===== src/rtl/el2_ifu_pkg.sv =====
// Shared definitions for the IFU halfword alignment queue: default queue
// depth, halfword-count encoding and the compressed-instruction detector.
package el2_ifu_pkg;

  localparam int ALIGN_DEPTH_DEF = 8;

  // Number of halfwords moved into or out of the queue in one cycle.
  typedef enum logic [1:0] {
    HW_NONE = 2'd0,
    HW_ONE  = 2'd1,
    HW_TWO  = 2'd2
  } hw_cnt_e;

  // A halfword opens a 16-bit instruction unless its low two bits are 2'b11.
  function automatic logic el2_ifu_is_compressed(input logic [15:0] hw);
    return hw[1:0] != 2'b11;
  endfunction

endpackage


===== src/rtl/el2_ifu_hw_fifo.sv =====
// Halfword FIFO for the alignment queue. Accepts 0/1/2 halfwords and
// releases 0/1/2 halfwords per cycle; the two halfwords at the read pointer
// are always visible. Flush empties the queue and wins over push and pop.
module el2_ifu_hw_fifo
  import el2_ifu_pkg::*;
#(
  parameter int DEPTH = ALIGN_DEPTH_DEF,
  parameter int WIDTH = 16,
  localparam int AW = $clog2(DEPTH),
  localparam int CW = AW + 1
) (
  input  logic             clk,
  input  logic             rst_l,
  input  logic             flush,
  input  logic [1:0]       push_n,
  input  logic [WIDTH-1:0] wr_hw0,
  input  logic [WIDTH-1:0] wr_hw1,
  input  logic [1:0]       pop_n,
  output logic [CW-1:0]    count,
  output logic [WIDTH-1:0] rd_hw0,
  output logic [WIDTH-1:0] rd_hw1
);

  logic [WIDTH-1:0] mem [DEPTH];
  logic [AW-1:0]    wr_ptr;
  logic [AW-1:0]    rd_ptr;
  logic [AW-1:0]    wr_ptr_p1;
  logic [AW-1:0]    rd_ptr_p1;

  // Pointers wrap naturally because DEPTH is a power of two.
  assign wr_ptr_p1 = wr_ptr + AW'(1);
  assign rd_ptr_p1 = rd_ptr + AW'(1);

  // Storage write: first halfword at wr_ptr, second (if any) right after it.
  // NOTE: the storage array has no reset; every entry is written before the
  // count makes it visible, so resetting it would only add reset fan-out.
  // NOTE: sequential state uses non-blocking assignments so every register
  // samples pre-edge values regardless of block ordering.
  always_ff @(posedge clk) begin
    if (push_n != 2'd0) mem[wr_ptr] <= wr_hw0;
    if (push_n == 2'd2) mem[wr_ptr_p1] <= wr_hw1;
  end

  // Pointer and occupancy bookkeeping; flush clears everything.
  always_ff @(posedge clk or negedge rst_l) begin
    if (!rst_l) begin
      wr_ptr <= '0;
      rd_ptr <= '0;
      count  <= '0;
    end else if (flush) begin
      wr_ptr <= '0;
      rd_ptr <= '0;
      count  <= '0;
    end else begin
      wr_ptr <= wr_ptr + AW'(push_n);
      rd_ptr <= rd_ptr + AW'(pop_n);
      count  <= count + CW'(push_n) - CW'(pop_n);
    end
  end

  assign rd_hw0 = mem[rd_ptr];
  assign rd_hw1 = mem[rd_ptr_p1];

endmodule


===== src/rtl/el2_ifu_align_q.sv =====
// IFU halfword alignment queue. Buffers 32-bit fetch packets as halfwords
// and presents one 16- or 32-bit instruction per cycle to decode together
// with its PC. Optional per-halfword parity checking is enabled by defining
// ALIGN_PARITY_EN; without it fetch parity is ignored and aln_perr is 0.
module el2_ifu_align_q
  import el2_ifu_pkg::*;
#(
  parameter int DEPTH = ALIGN_DEPTH_DEF
) (
  input  logic        clk,
  input  logic        rst_l,
  input  logic        exu_flush_final,
  input  logic [30:0] exu_flush_path,
  input  logic        ifu_fetch_valid,
  input  logic [31:0] ifu_fetch_data,
  input  logic [30:0] ifu_fetch_pc,
  input  logic [1:0]  ifu_fetch_par,
  output logic        ifu_fetch_ready,
  output logic        aln_valid,
  output logic [31:0] aln_instr,
  output logic [15:0] aln_cinst,
  output logic        aln_is_16,
  output logic [30:0] aln_pc,
  output logic        aln_perr,
  input  logic        dec_ready
);

  localparam int AW = $clog2(DEPTH);
  localparam int CW = AW + 1;
`ifdef ALIGN_PARITY_EN
  localparam int WIDTH = 17;
`else
  localparam int WIDTH = 16;
`endif

  logic [CW-1:0]    count;
  logic [WIDTH-1:0] wr_hw0;
  logic [WIDTH-1:0] wr_hw1;
  logic [WIDTH-1:0] rd_hw0;
  logic [WIDTH-1:0] rd_hw1;
  logic [15:0]      in_hw0;
  logic [15:0]      head_hw;
  logic [15:0]      next_hw;
  logic [30:0]      head_pc;
  logic             upper_only;
  logic             push_fire;
  logic             pop_fire;
  logic             has1;
  logic             has2;
  logic             is16;
  hw_cnt_e          push_n;
  hw_cnt_e          pop_n;

  // PC bit 1 set means the packet starts on its upper halfword; the rest of
  // the fetch PC is only meaningful to the producer's sequencing.
  assign upper_only = ifu_fetch_pc[0];
  logic unused_pc;
  assign unused_pc = ^ifu_fetch_pc[30:1];

  assign in_hw0 = upper_only ? ifu_fetch_data[31:16] : ifu_fetch_data[15:0];

`ifdef ALIGN_PARITY_EN
  logic in_par0;
  assign in_par0 = upper_only ? ifu_fetch_par[1] : ifu_fetch_par[0];
  assign wr_hw0  = {in_par0, in_hw0};
  assign wr_hw1  = {ifu_fetch_par[1], ifu_fetch_data[31:16]};
`else
  logic unused_par;
  assign unused_par = ^ifu_fetch_par;
  assign wr_hw0     = in_hw0;
  assign wr_hw1     = ifu_fetch_data[31:16];
`endif

  // Space check uses the registered count only, so a same-cycle pop never
  // creates a path from decode back into fetch.
  assign ifu_fetch_ready = (count <= CW'(DEPTH - 2));
  assign push_fire       = ifu_fetch_valid & ifu_fetch_ready & ~exu_flush_final;

  assign head_hw = rd_hw0[15:0];
  assign next_hw = rd_hw1[15:0];
  assign has1    = (count != '0);
  assign has2    = (count >= CW'(2));
  assign is16    = el2_ifu_is_compressed(head_hw);

  // A 32-bit instruction whose upper half has not arrived keeps valid low.
  assign aln_valid = ~exu_flush_final & ((has1 & is16) | has2);
  assign pop_fire  = aln_valid & dec_ready;

  // Halfword counts handed to the FIFO for this cycle's push and pop.
  // NOTE: every always_comb output gets a default first so no path through
  // the block leaves it unassigned, which would infer a latch.
  always_comb begin
    push_n = HW_NONE;
    pop_n  = HW_NONE;
    if (push_fire) push_n = upper_only ? HW_ONE : HW_TWO;
    if (pop_fire)  pop_n  = is16 ? HW_ONE : HW_TWO;
  end

  el2_ifu_hw_fifo #(
    .DEPTH (DEPTH),
    .WIDTH (WIDTH)
  ) u_fifo (
    .clk    (clk),
    .rst_l  (rst_l),
    .flush  (exu_flush_final),
    .push_n (push_n),
    .wr_hw0 (wr_hw0),
    .wr_hw1 (wr_hw1),
    .pop_n  (pop_n),
    .count  (count),
    .rd_hw0 (rd_hw0),
    .rd_hw1 (rd_hw1)
  );

  // Head PC: redirect on flush, otherwise advance by the halfwords popped.
  always_ff @(posedge clk or negedge rst_l) begin
    if (!rst_l) begin
      head_pc <= '0;
    end else if (exu_flush_final) begin
      head_pc <= exu_flush_path;
    end else begin
      head_pc <= head_pc + 31'(pop_n);
    end
  end

  // Output formatting; empty-queue storage is masked so outputs stay clean.
  assign aln_pc    = head_pc;
  assign aln_cinst = has1 ? head_hw : 16'h0;
  assign aln_is_16 = has1 & is16;
  assign aln_instr = !aln_valid ? 32'h0 :
                     is16       ? {16'h0, head_hw} : {next_hw, head_hw};

`ifdef ALIGN_PARITY_EN
  logic perr0;
  logic perr1;
  assign perr0    = rd_hw0[16] ^ (^rd_hw0[15:0]);
  assign perr1    = rd_hw1[16] ^ (^rd_hw1[15:0]);
  assign aln_perr = aln_valid & (perr0 | (~is16 & perr1));
`else
  assign aln_perr = 1'b0;
`endif

endmodule

===== config.mk =====
export PLATFORM = sky130hd
export DESIGN_NAME = el2_ifu_align_q
export DESIGN_NICKNAME = d
export VERILOG_FILES = /design/src/rtl/el2_ifu_pkg.sv /design/src/rtl/el2_ifu_hw_fifo.sv /design/src/rtl/el2_ifu_align_q.sv
export SDC_FILE = /design/constraint.sdc
export NUM_CORES = 1
export LEC_CHECK = 0
export ABC_AREA = 1
export CAP_MARGIN = 40
export CORE_MARGIN = 2
export CORE_UTILIZATION = 38
export DETAILED_ROUTE_END_ITERATION = 7
export DONT_BUFFER_PORTS = 1
export GPL_TIMING_DRIVEN = 0
export PLACE_DENSITY_LB_ADDON = 0.3
export SYNTH_ARGS = -nofsm -noshare
export SYNTH_HDL_FRONTEND = slang
export SYNTH_SLANG_ARGS = --single-unit

===== constraint.sdc =====
create_clock -name clk -period 5.3 [get_ports clk]
set_input_delay 0.53 -clock clk [delete_from_list [all_inputs] [get_ports clk]]
set_output_delay 0.53 -clock clk [all_outputs]
set_load 0.02 [all_outputs]

==> After elaboration in Yosys (flattened, before gate mapping) <==
Memory sizes are Yosys's and may differ from the RTL's.
Cells that the tools add are included.
{ "word_totals": {"ff_bits": 41, "mem_bits_rw": 128, "inputBits": 101, "out_inout_bits": 83, "elab_cells": 41, "memories": 1} }
{ "mem_list": {"columns": ["memory", "depth", "word_bits", "rd", "rd_ports_with_merged_regs", "wr", "line_no", "text"], "rows": [
  ["u_fifo.mem", 8, 16, 2, 0, 2, "el2_ifu_hw_fifo.sv:24", "logic [WIDTH-1:0] mem [DEPTH];"]
]} }
{ "classes": {"n_addsub": 7, "order_cmp": 2, "n_eq_ne": 2, "mux": 16, "bitwise_logic": 7, "n_reduce_logical": 2} }
{ "ops": {"columns": ["op", "n"], "rows": [
  ["$mux 32", 2],
  ["$mux 16", 2],
  ["$add 31x2->31", 1],
  ["$mux 31", 1],
  ["$mux 2", 4],
  ["$add 3x1->3 const B", 2],
  ["$add 3x2->3", 2],
  ["$mux 3", 2],
  ["$and 1x1->1", 5],
  ["$add 4x2->4", 1],
  ["$ge 4x2->1 const B", 1],
  ["$le 4x3->1 const B", 1],
  ["$mux 1", 4],
  ["$mux 4", 1],
  ["$reduce_bool 4->1", 1],
  ["$sub 4x2->4", 1],
  ["$eq 2x2->1 const B", 1],
  ["$ne 2x2->1 const B", 1],
  ["$reduce_bool 2->1", 1],
  ["$not 1->1", 1],
  ["$or 1x1->1", 1]
]} }

==> Depth between registers and ports, before layout <==
An unclocked memory read counts as a cell.
{ "depth": {"word_depth": 9, "depth_mapped": 22, "depth_no_buf": 21} }

==> Modules after synthesis <==
From an unflattened synthesis, not the netlist that was laid out.
{ "unflattened": {"hier_cells": 1885, "hier_area_um2": 12409.4} }
{ "by_module_without_submodules": {"columns": ["module", "n_inst", "cells_each", "area_each_um2", "seq_area_each_um2"], "rows": [
  ["el2_ifu_hw_fifo", 1, 1406, 9666.8, 4093.9],
  ["el2_ifu_align_q", 1, 479, 2742.6, 775.7]
]} }

==> Least setup slack after synthesis <==
OpenSTA, ideal clock, no wires.
{ "synth_path": {"path_kind": "register to register", "startpoint": "register u_fifo.count[3]", "endpoint": "memory u_fifo.mem[4][0], enable pin", "setup_time_ps": 411, "t_arrival_ps": 2543, "t_required_ps": 4889, "slack_ps": 2346, "stages_incl_launch_ff": 10, "path_buffers": 0, "cell_sequence": "dfrtp_1 > inv_1 > ha_1 > nand2_2 > nor2_1 > a21oi_2 > nand3_4 > inv_1 > nand3_1 > o21ai_0"} }
{ "synth_rtl": {"columns": ["element", "line_no", "text"], "rows": [
  ["from (decl)", "el2_ifu_hw_fifo.sv:19", "output logic [CW-1:0] count,"],
  ["from (signal assigned)", "el2_ifu_hw_fifo.sv:57", "count <= count + CW'(push_n) - CW'(pop_n);"],
  ["to (decl)", "el2_ifu_hw_fifo.sv:24", null]
]} }

==> Worst setup path after layout <==
{ "layout_path": {"startpoint": "register u_fifo.rd_ptr[0]", "endpoint": "output aln_instr[28]"} }
{ "layout_via": {"elab_chain_len": 6, "word_cells_on_any_way": 8, "classes_between": "1 x add/sub; 1 x eq/ne; 2 x mux; 3 x bitwise; 1 x memory"} }
{ "layout_rtl": {"columns": ["element", "line_no", "text"], "rows": [
  ["from (decl)", "el2_ifu_hw_fifo.sv:26", "logic [AW-1:0] rd_ptr;"],
  ["from (signal assigned)", "el2_ifu_hw_fifo.sv:56", "rd_ptr <= rd_ptr + AW'(pop_n);"],
  ["$mem_v2 8x16 *", null, null],
  ["$ne 2x2->1", "el2_ifu_pkg.sv:16", "return hw[1:0] != 2'b11;"],
  ["$and 1x1->1", "el2_ifu_align_q.sv:86", "assign aln_valid = ~exu_flush_final & ((has1 & is16) | has2);"],
  ["$or 1x1->1", "el2_ifu_align_q.sv:86", null],
  ["$and 1x1->1", "el2_ifu_align_q.sv:86", null],
  ["$mux 32 *", "el2_ifu_align_q.sv:130", "assign aln_instr = !aln_valid ? 32'h0 :"],
  ["to (decl)", "el2_ifu_align_q.sv:20", "output logic [31:0] aln_instr,"]
]} }
Every way passes the cells marked *; elsewhere a longest branch is shown, timed or not.

==> results.md <==
- The routed design has 39,800 µm of wire.
- At the placement stage, the worst setup path has a slack of 1.47 ns.
- In this run the power spent charging and discharging nets is 0.00211 W.
- The number of buffer and inverter instances along the worst setup path is 3.
- The average wire length per cell after detail routing is 21.7 µm.
- In this run the vertical extent of the chip is 174 µm.
- The layout overhead on the synthesized area is 11.7%.
- When the netlist entered floorplanning its net count stood at 1,529.
- The maximum resistive drop on vdd is 234 µV.
- The H-tree generated during clock tree synthesis spans 4 levels.
- The fraction of power spent switching nets is 43.3%.
- The layout cell share with drive strength beyond 1 is 8.87%.
- The most frequent standard cell in the layout excluding fill and tap cells is nand2_1.
- The routed metal-1 wirelength is 16,300 µm.
- The clock tree from TritonCTS is yes.
- The routability-driven placement congestion ratio is 0.965.
- The finished layout holds 1,838 standard cells, fillers aside.
- The floorplan has 62 rows.
- The gate count of the mapped netlist is 1,411.
- The clock transition at the registers of the reported paths is 0.07 ns.
- The total overflow left after global routing is 0.
- The post-CTS setup buffer count is 0.
- At the pin with the least slew margin, the transition time is 0.946 ns.
- The class of the most critical hold timing path is input port to register.
- TritonCTS created 17 clock buffers.
- Walking the worst path, the cells encountered are ha_1 > clkbuf_1 > inv_2 > buf_1 > a21oi_1 > o21ai_0 > o21ai_0 > o21ai_0 > nand2_1 > nor2_1.
- The synthesized netlist occupies a cell area of 11,000 µm².
- The mean post-synth cell area is 7.82 µm².
- Gates resized during post-CTS repair numbered 0.
- Among cell families on the critical path, the largest total delay comes from buffers and inverters.
- The residual DRC count is 0.
- The number of global-route vias before repair is 9,992.
- Clock tree synthesis selected as its root buffer the cell clkbuf_16.
- Adding up every negative setup slack in the final design gives 0 ns.
- After detailed routing, the number of vias per cell comes to 5.63.
- Clock latency on the worst-skew pair, taken at its later pin, is 0.45 ns.
- The antenna diode count is 0.
- The required time reported for the critical path endpoint is 4.77 ns.
- In this run the cell area measured after placement is 11,700 µm².
- The peak per-stage delay on the critical path is 0.50 ns.
- The synthesized design contains 128 enable-type register cells.
- The setup clock skew after layout is 0.0176 ns.
- In the finished design, the share of the clock period the worst path needs comes to 72.4%.
- The proportion of synthesized flip-flops having asynchronous set or reset is 24.3%.
- Setup violations remaining at the end of the flow were counted as 0.
- The number of nets at the end of the flow is 1,559.
- Once layout is complete, the utilization of the core stands at 43.0%.
- Internal power comes to 0.00275 W.
- The global-route usage over all layers is 26.3%.
- The proportion of synthesized chip area in sequential cells is 44.1%.
- The first global-routing pass estimated 59,700 µm of wire.
- In this run the tightest slew margin relative to its limit is 36.5%.
- The run finished with clean final reports.
- The library cells used most frequently in the layout, excluding fill and tap cells, are nand2_1, inv_1, nor2_1, o21ai_1, edfxtp_1.
- The fraction of power consumed by the clock network is 27.9%.
- The longest clock path from root to sink contains 2 buffers.
- The most used flip-flop cell after synthesis is edfxtp_1.
- The type of element launching the critical path is a register.
- The number of buffers added on ports is 0.
- The total length of routed met2 wires is 18,200 µm.
- In this run, the combinational gates consume 38.8% of the power.
- For this design, the slowest cell found on the critical path is buf_1.
- Routed signal wires occupy layers up through met4.
- The final antenna-violating net count is 0.
- The overall die area is 30,400 µm².
- The most numerous cell type found on the critical path is o21ai_0.
- The number of max-cap violations is 0.
- The hold violation count in the final report came to 0.
- Static timing analysis puts the maximum clock frequency at 261 MHz.
- The arrival time of data at the critical path endpoint is 3.31 ns.
- The pin count of the biggest net entering global routing is 42.
- The HPWL after detailed placement is 29,100 µm.
- The endpoint type of the worst setup path is an output port.
- Summing all flip-flop and latch instances after layout gives 4870 µm².
- From left edge to right edge, the die measures 174 µm.
- The share of power burned in registers is 33.3%.
- The leakage power summed over all cells is 5.13 nW.
- The least setup slack across all paths after layout is 1.46 ns.
- During I/O placement, the number of pins put on the boundary was 184.
- In this run the power density over the cells is 394 nW/µm².
- The initial core utilization is 38.5%.
- In this run, the number of DRC markers left after iteration 0 of detailed routing was 1,225.
- The finished cells cover 12,300 µm².
- The unique cell type count in the Yosys netlist is 38.
- The number of clock sinks is 169.
- The combined area of the multi-input logic cells is 5100 µm².
- For this run, the detailed router's first-pass iteration total came to 6.
- Synthesis inferred 169 register bits.
- The number of antenna violations at the first check in global routing is 0.
- The count of synthesis-stage warnings from yosys is 0.
- In this run, placement finished with an instance count of 1,803.
- By startpoint and endpoint, the worst setup path is classified as register to output port.
- The clock period minus final worst setup slack is 3.84 ns.
- The total core area is 28,600 µm².
- Setup repair after global routing left no endpoint under its margin.
- The final count of pins violating max slew came to 0.
- The met3 wire length is 3460 µm.
- The number of filler instances in the final layout is 2,881.
- The vias after detailed routing is 10,400.
- The largest fanout on the critical path is 10.
metal layers:
metal  global-route usage (%)  vias up
li1                         -     4812
met1                     34.4     4890
met2                     41.7      555
met3                     5.21      100
met4                     12.8        0
met5                        0        -
worst register-to-register path: cells and delay by family (launching register included):
kind	cells	cell delay [ns]
AO/OA/AOI/OAI	1	0.44
adder cells (fa/ha/maj)	1	0.18
buffers and inverters	2	0.34
flip-flops	1	0.44
AND/OR/NAND/NOR	17	2.18
state kept, by name (all words and copies together), names as in the netlist:
signal	flops
aln_pc	31
u_fifo.count	4
u_fifo.mem	128
u_fifo.rd_ptr	3
u_fifo.wr_ptr	3
area by class of cell:
class / instances / share of cell area (%)
tap: 384 / 3.90
sequential: 169 / 39.5
timing repair buffer: 11 / 1.25
multi-input combinational: 1007 / 41.4
clock buffer: 19 / 3.51
inverter: 147 / 4.48
clock inverter: 13 / 1.54
buffer: 88 / 4.41
power groups by stage:
stage / clock network, W / logic [W] / registers, W
6_report: 0.00136 / 0.00189 / 0.00162
3_5_place_dp: 0 / 0.00182 / 0.00164
3_3_place_gp: 0 / 0.00178 / 0.00164
4_1_cts: 0.00135 / 0.00184 / 0.00162
2_1_floorplan: 0 / 0.00129 / 0.00162
5_1_grt: 0.00140 / 0.00205 / 0.00162
synthesized netlist by cell type, types with 2 or more instances:
master,count,area share (%)
nand2_1,331,11
xor2_1,10,0.79
o21ai_0,135,6.1
nor3_1,12,0.54
buf_6,24,2.5
o21ai_1,128,5.8
xnor2_1,10,0.79
dfrtp_1,41,9.3
nand4_4,8,1.5
nand3_1,40,1.8
ha_1,12,1.4
a31oi_1,18,1.0
inv_2,4,0.14
buf_2,20,0.91
nand4_1,6,0.34
o211ai_1,28,1.9
edfxtp_1,128,35
buf_1,7,0.24
inv_1,141,4.8
o21ai_2,18,1.4
nor2_1,136,4.6
a21oi_1,96,4.4
clkinv_1,2,0.068
buf_4,2,0.14
nand3b_1,3,0.20
fa_1,5,0.91
clkbuf_1,35,1.2
cell families after synthesis:
logic type / after synthesis / synth area share (%)
AND/OR/NAND/NOR: 541 / 20.8
buffers and inverters: 235 / 9.93
XOR/XNOR: 21 / 1.84
adder cells (fa/ha/maj): 17 / 2.27
flip-flops: 169 / 44.1
AO/OA/AOI/OAI: 427 / 20.9
other: 1 / 0.0340
metrics by stage:
stage,power [W],hold slack (ns)
3_5_place_dp,0.00347,0.235
6_report,0.00486,0.199
4_1_cts,0.00481,0.194
3_3_place_gp,0.00343,0.235
5_1_grt,0.00507,0.197
2_1_floorplan,0.00292,0.234
final timing paths:
path,start,end,slack [ns],depth (start not counted)
min in group asynchronous,rst_l,aln_pc[19],0.54,2
max in group asynchronous,rst_l,u_fifo.count[0],4.54,2
max,u_fifo.rd_ptr[0],aln_instr[28],1.46,10
min,exu_flush_path[0],aln_pc[0],0.20,2
max reg2reg,u_fifo.rd_ptr[0],aln_pc[17],1.62,21
min reg2reg,u_fifo.rd_ptr[2],u_fifo.rd_ptr[2],0.65,2
timing repair:
action                                  CTS  global route
endpoints found under the setup margin    0             0
endpoints found under the hold margin    41             0
hold buffers                              2             0
Power figures use the tool's default switching activity.
